`config.mk`:
```
export PLATFORM = sky130hd
export DESIGN_NAME = cdb_round_robin_arbiter
export DESIGN_NICKNAME = d
export VERILOG_FILES = /design/src/rtl/cdb_round_robin_arbiter_pkg.sv /design/src/rtl/cdb_round_robin_arbiter_rr_picker.sv /design/src/rtl/cdb_round_robin_arbiter.sv
export SDC_FILE = /design/constraint.sdc
export NUM_CORES = 1
export LEC_CHECK = 0
export ABC_AREA = 1
export CORE_UTILIZATION = 35
export DETAILED_ROUTE_END_ITERATION = 6
export PLACE_DENSITY = 0.71
export SKIP_LAST_GASP = 1
export SLEW_MARGIN = 20
export SYNTH_ARGS = -nofsm -noshare
export SYNTH_HDL_FRONTEND = slang
export SYNTH_SLANG_ARGS = --single-unit
```
`constraint.sdc`:
```
create_clock -name clk -period 2.5 [get_ports clk]
set_input_delay 0.625 -clock clk [delete_from_list [all_inputs] [get_ports clk]]
set_output_delay 0.625 -clock clk [all_outputs]
set_load 0.005 [all_outputs]
```
`src/rtl/cdb_round_robin_arbiter_pkg.sv`:
```
// cdb_pkg: shared definitions for the common-data-bus arbiter and the issue
// arbiters that reuse rr_picker.
//   - default parameter values for the CDB datapath
//   - CDB channel index constants (branch unit is channel 0)
//   - cdbEntry_t: result/ROB/control triple at the default widths
//   - idx_bits(): width of a binary index into n channels (at least 1)
package cdb_pkg;

  localparam int unsigned CDB_WIDTH_DEF       = 31;
  localparam int unsigned CDB_ROB_DEF         = 2;
  localparam int unsigned CDB_CONTROL_DEF     = 6;
  localparam int unsigned CDB_CHANNELS_DEF    = 4;
  localparam bit          CDB_PRIORITY_EN_DEF = 1'b1;
  localparam int unsigned CDB_MAX_CHANNELS    = 8;

  typedef enum logic [2:0] {
    CH_BRANCH = 3'd0,
    CH_ALU    = 3'd1,
    CH_LSU    = 3'd2,
    CH_MUL    = 3'd3
  } cdbChannel_t;

  typedef struct packed {
    logic [CDB_WIDTH_DEF:0]   result;
    logic [CDB_ROB_DEF:0]     rob;
    logic [CDB_CONTROL_DEF:0] control;
  } cdbEntry_t;

  function automatic int unsigned idx_bits(int unsigned n);
    return (n < 2) ? 1 : $clog2(n);
  endfunction

endpackage

```
`src/rtl/cdb_round_robin_arbiter_rr_picker.sv`:
```
// rr_picker: combinational round-robin picker with optional absolute
// priority for the branch channel (index 0).
// Ports:
//   occ          in  N   requesters currently holding work
//   pointer      in  IW  first index searched by the round-robin scan
//   grant        out N   one-hot grant (all zero when nothing is occupied)
//   index        out IW  binary index of the granted channel
//   valid        out 1   a grant was issued
//   priority_hit out 1   grant came from the fixed-priority path; the
//                        caller leaves its pointer alone in that case
module rr_picker
  import cdb_pkg::*;
#(
  parameter int unsigned N           = CDB_CHANNELS_DEF,
  parameter bit          PRIORITY_EN = CDB_PRIORITY_EN_DEF,
  localparam int unsigned IW         = idx_bits(N)
) (
  input  logic [N-1:0]  occ,
  input  logic [IW-1:0] pointer,
  output logic [N-1:0]  grant,
  output logic [IW-1:0] index,
  output logic          valid,
  output logic          priority_hit
);

  localparam int unsigned PRIO_CH = int'(CH_BRANCH);

  always_comb begin
    int unsigned cand;
    cand         = 0;
    grant        = '0;
    index        = '0;
    valid        = 1'b0;
    priority_hit = 1'b0;
    if (PRIORITY_EN && occ[PRIO_CH]) begin
      grant[PRIO_CH] = 1'b1;
      index          = IW'(PRIO_CH);
      valid          = 1'b1;
      priority_hit   = 1'b1;
    end else begin
      // Scan N slots starting at pointer, wrapping; first occupied wins.
      for (int unsigned k = 0; k < N; k++) begin
        cand = (32'(pointer) + k) % N;
        if (!valid && occ[cand]) begin
          grant[cand] = 1'b1;
          index       = IW'(cand);
          valid       = 1'b1;
        end
      end
    end
  end

endmodule

```
`src/rtl/cdb_round_robin_arbiter.sv`:
```
// cdb_round_robin_arbiter: N-channel common-data-bus arbiter. Each functional
// unit hands its result to a one-entry holding buffer and moves on; buffered
// results are broadcast one per cycle on a registered CDB, round-robin, with
// optional absolute priority for the branch unit (channel 0).
// Ports:
//   clk        in   rising-edge clock
//   clearN     in   asynchronous active-low reset
//   flush      in   synchronous squash of buffered and outgoing results
//   request    in   [CHANNELS]             per-channel result valid
//   result     in   [CHANNELS*(WIDTH+1)]   per-channel result, packed
//   robEntry   in   [CHANNELS*(ROB+1)]     per-channel ROB tag, packed
//   controlPC  in   [CHANNELS*(CONTROL+1)] per-channel control tag, packed
//   available  out  [CHANNELS]  channel may present a request this cycle
//   busValid   out  one-cycle CDB broadcast strobe
//   busResult  out  broadcast result (holds when busValid=0)
//   busRob     out  broadcast ROB tag
//   busControl out  broadcast control tag
//   busSource  out  index of the channel that won the broadcast
module cdb_round_robin_arbiter
  import cdb_pkg::*;
#(
  parameter int unsigned WIDTH       = CDB_WIDTH_DEF,
  parameter int unsigned ROB         = CDB_ROB_DEF,
  parameter int unsigned CONTROL     = CDB_CONTROL_DEF,
  parameter int unsigned CHANNELS    = CDB_CHANNELS_DEF,
  parameter bit          PRIORITY_EN = CDB_PRIORITY_EN_DEF
) (
  input  logic                              clk,
  input  logic                              clearN,
  input  logic                              flush,
  input  logic [CHANNELS-1:0]               request,
  input  logic [CHANNELS*(WIDTH+1)-1:0]     result,
  input  logic [CHANNELS*(ROB+1)-1:0]       robEntry,
  input  logic [CHANNELS*(CONTROL+1)-1:0]   controlPC,
  output logic [CHANNELS-1:0]               available,
  output logic                              busValid,
  output logic [WIDTH:0]                    busResult,
  output logic [ROB:0]                      busRob,
  output logic [CONTROL:0]                  busControl,
  output logic [$clog2(CHANNELS)-1:0]       busSource
);

  localparam int unsigned IW = idx_bits(CHANNELS);

  // Same layout as cdbEntry_t, sized by this instance's parameters.
  typedef struct packed {
    logic [WIDTH:0]   result;
    logic [ROB:0]     rob;
    logic [CONTROL:0] control;
  } entry_t;

  logic [CHANNELS-1:0] occ;
  entry_t              entry_q  [CHANNELS];
  entry_t              incoming [CHANNELS];
  entry_t              granted;
  logic [IW-1:0]       pointer;
  logic [IW-1:0]       next_pointer;
  logic [CHANNELS-1:0] grant;
  logic [IW-1:0]       grant_index;
  logic                grant_valid;
  logic                priority_hit;
  logic [CHANNELS-1:0] capture;

  rr_picker #(
    .N           (CHANNELS),
    .PRIORITY_EN (PRIORITY_EN)
  ) u_picker (
    .occ          (occ),
    .pointer      (pointer),
    .grant        (grant),
    .index        (grant_index),
    .valid        (grant_valid),
    .priority_hit (priority_hit)
  );

  // A slot being drained this cycle can accept a new result at the same edge.
  assign available = ~occ | grant;
  assign capture   = request & available;

  always_comb begin
    for (int unsigned i = 0; i < CHANNELS; i++) begin
      incoming[i].result  = result[i*(WIDTH+1) +: (WIDTH+1)];
      incoming[i].rob     = robEntry[i*(ROB+1) +: (ROB+1)];
      incoming[i].control = controlPC[i*(CONTROL+1) +: (CONTROL+1)];
    end
  end

  // One-hot mux keeps the select in range for non-power-of-two CHANNELS.
  always_comb begin
    granted = '0;
    for (int unsigned i = 0; i < CHANNELS; i++) begin
      if (grant[i]) granted = entry_q[i];
    end
  end

  assign next_pointer = (grant_index == IW'(CHANNELS - 1)) ? '0 : grant_index + IW'(1);

  always_ff @(posedge clk or negedge clearN) begin
    if (!clearN) begin
      occ        <= '0;
      pointer    <= '0;
      busValid   <= 1'b0;
      busResult  <= '0;
      busRob     <= '0;
      busControl <= '0;
      busSource  <= '0;
      for (int unsigned i = 0; i < CHANNELS; i++) entry_q[i] <= '0;
    end else if (flush) begin
      // Squash everything in flight; pointer and bus data fields are kept.
      occ      <= '0;
      busValid <= 1'b0;
    end else begin
      for (int unsigned i = 0; i < CHANNELS; i++) begin
        if (capture[i]) begin
          occ[i]     <= 1'b1;
          entry_q[i] <= incoming[i];
        end else if (grant[i]) begin
          occ[i] <= 1'b0;
        end
      end
      busValid <= grant_valid;
      if (grant_valid) begin
        busResult  <= granted.result;
        busRob     <= granted.rob;
        busControl <= granted.control;
        busSource  <= grant_index;
        if (!priority_hit) pointer <= next_pointer;
      end
    end
  end

endmodule

```
==> results of run 1 <==
## timing repair
item                       CTS  global route
resized for setup           22            29
setup buffers                9             8
cloned                       0             6
setup endpoints to repair   53           104
pin swaps                    8            13
## path summary, 6_finish.rpt
kind                              from             to  slack (ps)  cells after the start
min in group clk           entry_q[18]    entry_q[18]         460                      2
max in group asynchronous       clearN  busResult[19]        1740                      2
min                             clearN   entry_q[116]          40                      1
max reg2reg                 pointer[0]    entry_q[33]         -60                     18
min reg2reg                entry_q[18]    entry_q[18]         460                      2
max                         pointer[0]   available[2]        -330                     14
## layout by cell type, fill, tap and decap left out, types with 2 or more instances in the layout
| master | synthesis | layout |
|---|---|---|
| buf_2 | 28 | 2 |
| buf_6 | 7 | 10 |
| buf_4 | 10 | 50 |
| buf_12 | 0 | 9 |
| clkinvlp_4 | 0 | 3 |
| clkinv_2 | 0 | 6 |
| nand3b_1 | 42 | 42 |
| a21oi_1 | 5 | 5 |
| a21boi_0 | 2 | 2 |
| clkbuf_8 | 0 | 5 |
| dfrtp_1 | 219 | 217 |
| inv_2 | 4 | 3 |
| nand3_1 | 178 | 177 |
| nor2_2 | 2 | 2 |
| o21ai_0 | 10 | 10 |
| inv_1 | 223 | 220 |
| nand2_1 | 667 | 657 |
| ha_1 | 6 | 5 |
| nor2_4 | 1 | 3 |
| clkbuf_16 | 0 | 29 |
| nand3_4 | 0 | 4 |
| nand2_4 | 3 | 9 |
| nand4_1 | 2 | 2 |
| inv_4 | 0 | 3 |
| nand3_2 | 5 | 2 |
| buf_8 | 0 | 2 |
| nor2_1 | 4 | 2 |
| clkbuf_1 | 41 | 4 |
| dfrtp_2 | 0 | 2 |
| o21ai_1 | 56 | 56 |
| clkdlybuf4s50_1 | 0 | 218 |
| o21ai_2 | 22 | 22 |
| nand2_2 | 9 | 13 |
## cells by family (layout without fill, tap and decap cells)
logic type,Yosys count,after routing
AND/OR/NAND/NOR,914,914
buffers and inverters,317,569
adder cells (fa/ha/maj),6,6
other,1,1
AO/OA/AOI/OAI,97,97
flip-flops,219,219
XOR/XNOR,1,1
## critical path, cell delays in order, from the launching register on
cell	delay (ps)
dfrtp_2	390
inv_4	60
ha_4	290
inv_4	50
nand2_4	70
nand2_4	60
nor2_8	100
buf_4	120
nand2_2	50
nor2_2	110
nor2_2	50
nand2_4	70
nand2_4	60
nand2_4	80
buf_2	110
## layer usage
layer	GRT usage (%)	wire, um	vias to the layer above
li1	-	-	5194
met1	27.5	15800	5049
met2	35.3	17000	359
met3	2.75	1930	75
met4	7.13	1170	0
met5	0	0	-
## through the flow
stage	setup WS, ps	instances	TNS (ps)
after floorplan	17.3	1555	0
after global placement	-218	2175	-2560
after detailed placement	-216	2175	-4280
after CTS	-406	2229	-5900
after global routing	-425	2242	-12750
final	-331	2242	-2390
## flip-flops by register name (all words and copies together), names as in the netlist
name        count
busControl      7
entry_q       168
pointer         2
busResult      32
busRob          3
busSource       2
occ             4
busValid        1
## final cells by class
cell class | instances | area share [%]
inverters | 228 | 5.65
repair buffers | 295 | 19.4
clock inverters | 12 | 0.650
well taps | 435 | 3.53
clock buffers | 34 | 4.60
flip-flops and latches | 219 | 35.6
multi-input cells | 1019 | 30.6
## power by group
group	internal (mW)	switching [mW]
clock	2.09	1.53
combinational	3.89	6.28
sequential	4.71	0.642
==> impl_metrics.tcl, run 1 <==
set metrics [dict create \
    status "finished, violations left" \
    violations "negative setup slack" \
    ys_warn_count 0 \
    cp.arrival_ps 2210 \
    yosysMostFrequentCell "nand2_1" \
    relSlewSlack_pct 54.9 \
    first_global_vias 10277 \
    min_period_ps 2830 \
    core-area_mm2 0.0318 \
    synthAdderAreaFrac_pct 0.659 \
    yosys.area.top_type "dfrtp_1" \
    power_mw 19.2 \
    cts.clk_slew.worst_paths_ps 60 \
    postSynthCellCount 1555 \
    hold_viol_final 0 \
    avgSynthCellArea_um2 7.32 \
    utilization_pct 48.5 \
    fp-row-count 65 \
    worst-setup-path-type "register to output port" \
    synth_edf_count 0 \
    gp_congestion 0.932 \
    numCtsBuffers 25 \
    die_w_um 182 \
    die_area_mm2 0.0332 \
    place_area_mm2 0.0142 \
    max_freq_ghz 0.353 \
    die_h_um 182 \
    worst_setup_path_end_kind "output port" \
    tightest_slew_ps 676 \
    cellPowerDensity_mw_per_mm2 1240 \
    design_area_mm2 0.0154 \
    clk-insertion-delay-late_ps 540 \
    syn_nets 1736 \
    synthSimpleGateAreaFrac_pct 34.4 \
    multiInputGateArea_mm2 0.00471 \
    drv_slew 0 \
    synth_compound_area_share_pct 5.09 \
    synthToLayoutAreaGrowth_pct 35.4 \
    via_per_inst 4.76 \
    port_buffers 222 \
    antenna_found_initial 0 \
    setup-violations-final 45 \
    pin_count 224 \
    antenna_cells 0 \
    start_util_pct 35.8 \
    cts_tree "yes" \
    ys_async_sr_fraction_pct 100 \
    dp_hpwl_mm 24.0 \
    synthesis.area_mm2 0.0114 \
    track_usage_pct 20.9 \
    crit_path_max_fanout 4 \
    ys_ff_latch 219 \
    cp-start-kind "register" \
    drc 0 \
    finalCritPeriodShare_pct 113 \
    final_nets 1969 \
    peakVddDrop_mv 0.624 \
    cts-root-buf "clkbuf_16" \
    grt_pass1_wl_mm 54.9 \
    holdWs_ps 41.0 \
    synth_top_family_by_area "simple AND/OR/NAND/NOR gates" \
    cts_hold_buf 0 \
    seq_area_mm2 0.00548 \
    clockBufferDepth 3 \
    nFillCells 3104 \
    num_vias 10677 \
    synth_common_cells "nand2_1, inv_1, dfrtp_1" \
    dr.pass1.iters 7 \
    grt_setup_unrepaired "yes" \
    synth-seq-area-share_pct 48.1 \
    cts_max_level 1 \
    synth-main-ff-cell "dfrtp_1" \
    worstPathRequired_ps 1880 \
    synthTopCellsByArea "dfrtp_1, nand2_1, nand3_1" \
    wirelength_mm 35.8 \
    fin_skew_ps 17.2 \
    ant_nets 0 \
    drtIter0Drc 869 \
    wire_per_inst_um 16.0 \
    layout-drive-gt1-share_pct 10.3 \
    synth_xor_area_share_pct 0.0769 \
    synth.area.mux_share_pct 0 \
    grt_max_degree 85 \
    p_leak_nw 8.33 \
    setup_ws_ps -331 \
    drv_cap 0 \
    holdCritPathClass "input port to asynchronous set/reset pin" \
    cts.sinks 219 \
    yosysUniqueCellTypes 30 \
    synth_top_cell_area_share_pct 48.1 \
    grt-ovfl-total 0 \
]
No activity file was read; power rests on OpenSTA's default activity.
==> run 2: changes to the inputs <==
--- a/config.mk
+++ b/config.mk
@@ -8,7 +8,7 @@
 export ABC_AREA = 1
 export CORE_UTILIZATION = 35
 export DETAILED_ROUTE_END_ITERATION = 6
-export PLACE_DENSITY = 0.71
+export PLACE_DENSITY = 0.69
 export SKIP_LAST_GASP = 1
 export SLEW_MARGIN = 20
 export SYNTH_ARGS = -nofsm -noshare
==> constraint.sdc (replaced) <==
create_clock -name clk -period 2.85 [get_ports clk]
set_input_delay 0.7125 -clock clk [delete_from_list [all_inputs] [get_ports clk]]
set_output_delay 0.7125 -clock clk [all_outputs]
set_load 0.005 [all_outputs]
==> run 2 against run 1 <==
  * The run still ends with negative setup slack left
  * Flip-flop and latch count unchanged
  * Utilization decreased by 0.65 points
  * Cell area is 1.3% lower
  * Non-clock buffer count down 16
  * Final cell count decreased by 0.71%
  * Wire length shrank 4.5%
  * Total power down 12%
  * Combinational power is 14% lower
  * Clock power decreased by 7.7%
  * Via count decreased by 3.4%
  * Critical path depth is 1 lower
  * Worst setup slack better by 260 ps
  * Critical endpoint unchanged
==> impl_metrics.tcl, run 2 (synthesized netlist as in run 1, its figures left out) <==
set metrics [dict create \
    place_area_mm2 0.0141 \
    cp-start-kind "register" \
    power_mw 16.8 \
    drc 0 \
    layout-drive-gt1-share_pct 9.55 \
    grt-ovfl-total 0 \
    cts_hold_buf 0 \
    clk-insertion-delay-late_ps 530 \
    start_util_pct 35.8 \
    largest_register_ffs 168 \
    cts-root-buf "clkbuf_16" \
    mostFrequentLayoutCell "nand2_1" \
    max_freq_ghz 0.342 \
    p_leak_nw 8.22 \
    cp.arrival_ps 2210 \
    drv_cap 0 \
    hold_viol_final 0 \
    relSlewSlack_pct 40.7 \
    grt_pass1_wl_mm 55.1 \
    dr.pass1.iters 5 \
    cts_tree "yes" \
    worstPathRequired_ps 2140 \
    holdCritPathClass "input port to asynchronous set/reset pin" \
    cellPowerDensity_mw_per_mm2 1100 \
    gp_congestion 0.900 \
    drv_slew 0 \
    wirelength_mm 34.2 \
    drtIter0Drc 773 \
    place_ws_ps -34.3 \
    grt_setup_unrepaired "yes" \
    setup-violations-final 3 \
    min_period_ps 2930 \
    ant_nets 0 \
    worst_setup_path_end_kind "output port" \
    core-area_mm2 0.0318 \
    nFillCells 3149 \
    via_per_inst 4.63 \
    dp_hpwl_mm 23.6 \
    top_register "entry_q" \
    track_usage_pct 20.9 \
    dp.cells 2159 \
    violations "negative setup slack" \
    crit_path_max_fanout 4 \
    antenna_found_initial 1 \
    synthToLayoutAreaGrowth_pct 33.6 \
    die_h_um 182 \
    holdWs_ps 147 \
    clockBufferDepth 3 \
    fp-row-count 65 \
    cts.sinks 219 \
    die_w_um 182 \
    finalCritPeriodShare_pct 103 \
    first_global_vias 10322 \
    status "finished, violations left" \
    mostFrequentLayoutCells "nand2_1, inv_1, dfrtp_1" \
    wire_per_inst_um 15.4 \
    worst-setup-path-type "register to output port" \
    numCtsBuffers 25 \
    design_area_mm2 0.0152 \
    cts.clk_slew.worst_paths_ps 60 \
    setup_ws_ps -75.2 \
    peakVddDrop_mv 0.754 \
    die_area_mm2 0.0332 \
    final_nets 1953 \
    grt_max_degree 85 \
    cts_max_level 1 \
    fin_skew_ps 9.01 \
    pin_count 224 \
    finalNonFillerCells 2226 \
    tightest_slew_ps 890 \
    port_buffers 222 \
    num_vias 10311 \
    reg.largest.list "entry_q x168, busResult x32, busControl x7" \
]
[run 2: cell types whose count changed in the layout (fill, tap and decap cells not counted), moves of 3 or more]
cell,delta
buf_6,-5
nand3_2,+3
nand2_2,+4
nand2_1,-3
clkbuf_16,-4
buf_4,-4
clkinvlp_4,-3
[run 2: worst max-delay path, stage by stage (launching register included)]
cell and delay (ps):
dfrtp_1 390, inv_2 80, ha_4 230, buf_4 140, nand3_1 80, nand2_2 70
nor2_4 150, nand2_1 80, nand2_2 80, nor2_4 50, nand2_4 70, nand2_4 50
nand2_4 100, buf_6 90
[run 2: metal layers]
metal | global-route usage (%) | routed length (um)
met1 | 27.5 | 15000
met2 | 35.8 | 16500
met3 | 2.91 | 1760
met4 | 5.92 | 986
met5 | 0 | 0
[run 2: power breakdown]
| part | internal, mW | switching, mW | leakage, nW | total [mW] |
|---|---|---|---|---|
| clock network | 2.01 | 1.33 | 0.423 | 3.34 |
| registers | 4.13 | 0.554 | 2.73 | 4.68 |
| logic | 3.36 | 5.39 | 5.07 | 8.75 |
| total | 9.50 | 7.27 | 8.22 | 16.8 |
[run 2: repair_timing]
item	CTS	global route
resized for setup	36	11
setup buffers	12	9
pin swaps	16	11
setup endpoints to repair	3	10
cloned	0	0
hold endpoints to repair	0	0
[run 2: final timing paths]
kind                       cells past startpoint       start  slack [ps]           end
max                                           13  pointer[1]         -80  available[2]
min                                            1      clearN         150  entry_q[161]
max reg2reg                                   17  pointer[1]         240   entry_q[19]
min reg2reg                                    2  entry_q[8]         460    entry_q[8]
max in group asynchronous                      2      clearN        1960   entry_q[61]
min in group clk                               2  entry_q[8]         460    entry_q[8]
[run 2: stage by stage]
stage | utilization [%] | setup TNS, ps
finish | 47.8 | -173
detailed placement | 44.3 | -65.2
floorplan | - | 0
global placement | 44.3 | -22.6
CTS | 47.5 | -274
global route | 47.8 | -470
[run 2: area by class of cell]
| class | instances | area [um2] | area share [%] |
|---|---|---|---|
| antenna | 1 | 2.50 | 0.0165 |
| multi-input combinational | 1019 | 4710 | 31.0 |
| tap | 435 | 544 | 3.58 |
| clock buffer | 34 | 709 | 4.67 |
| clock inverter | 11 | 134 | 0.881 |
| sequential | 219 | 5480 | 36.0 |
| timing repair buffer | 279 | 2760 | 18.2 |
| inverter | 228 | 861 | 5.66 |
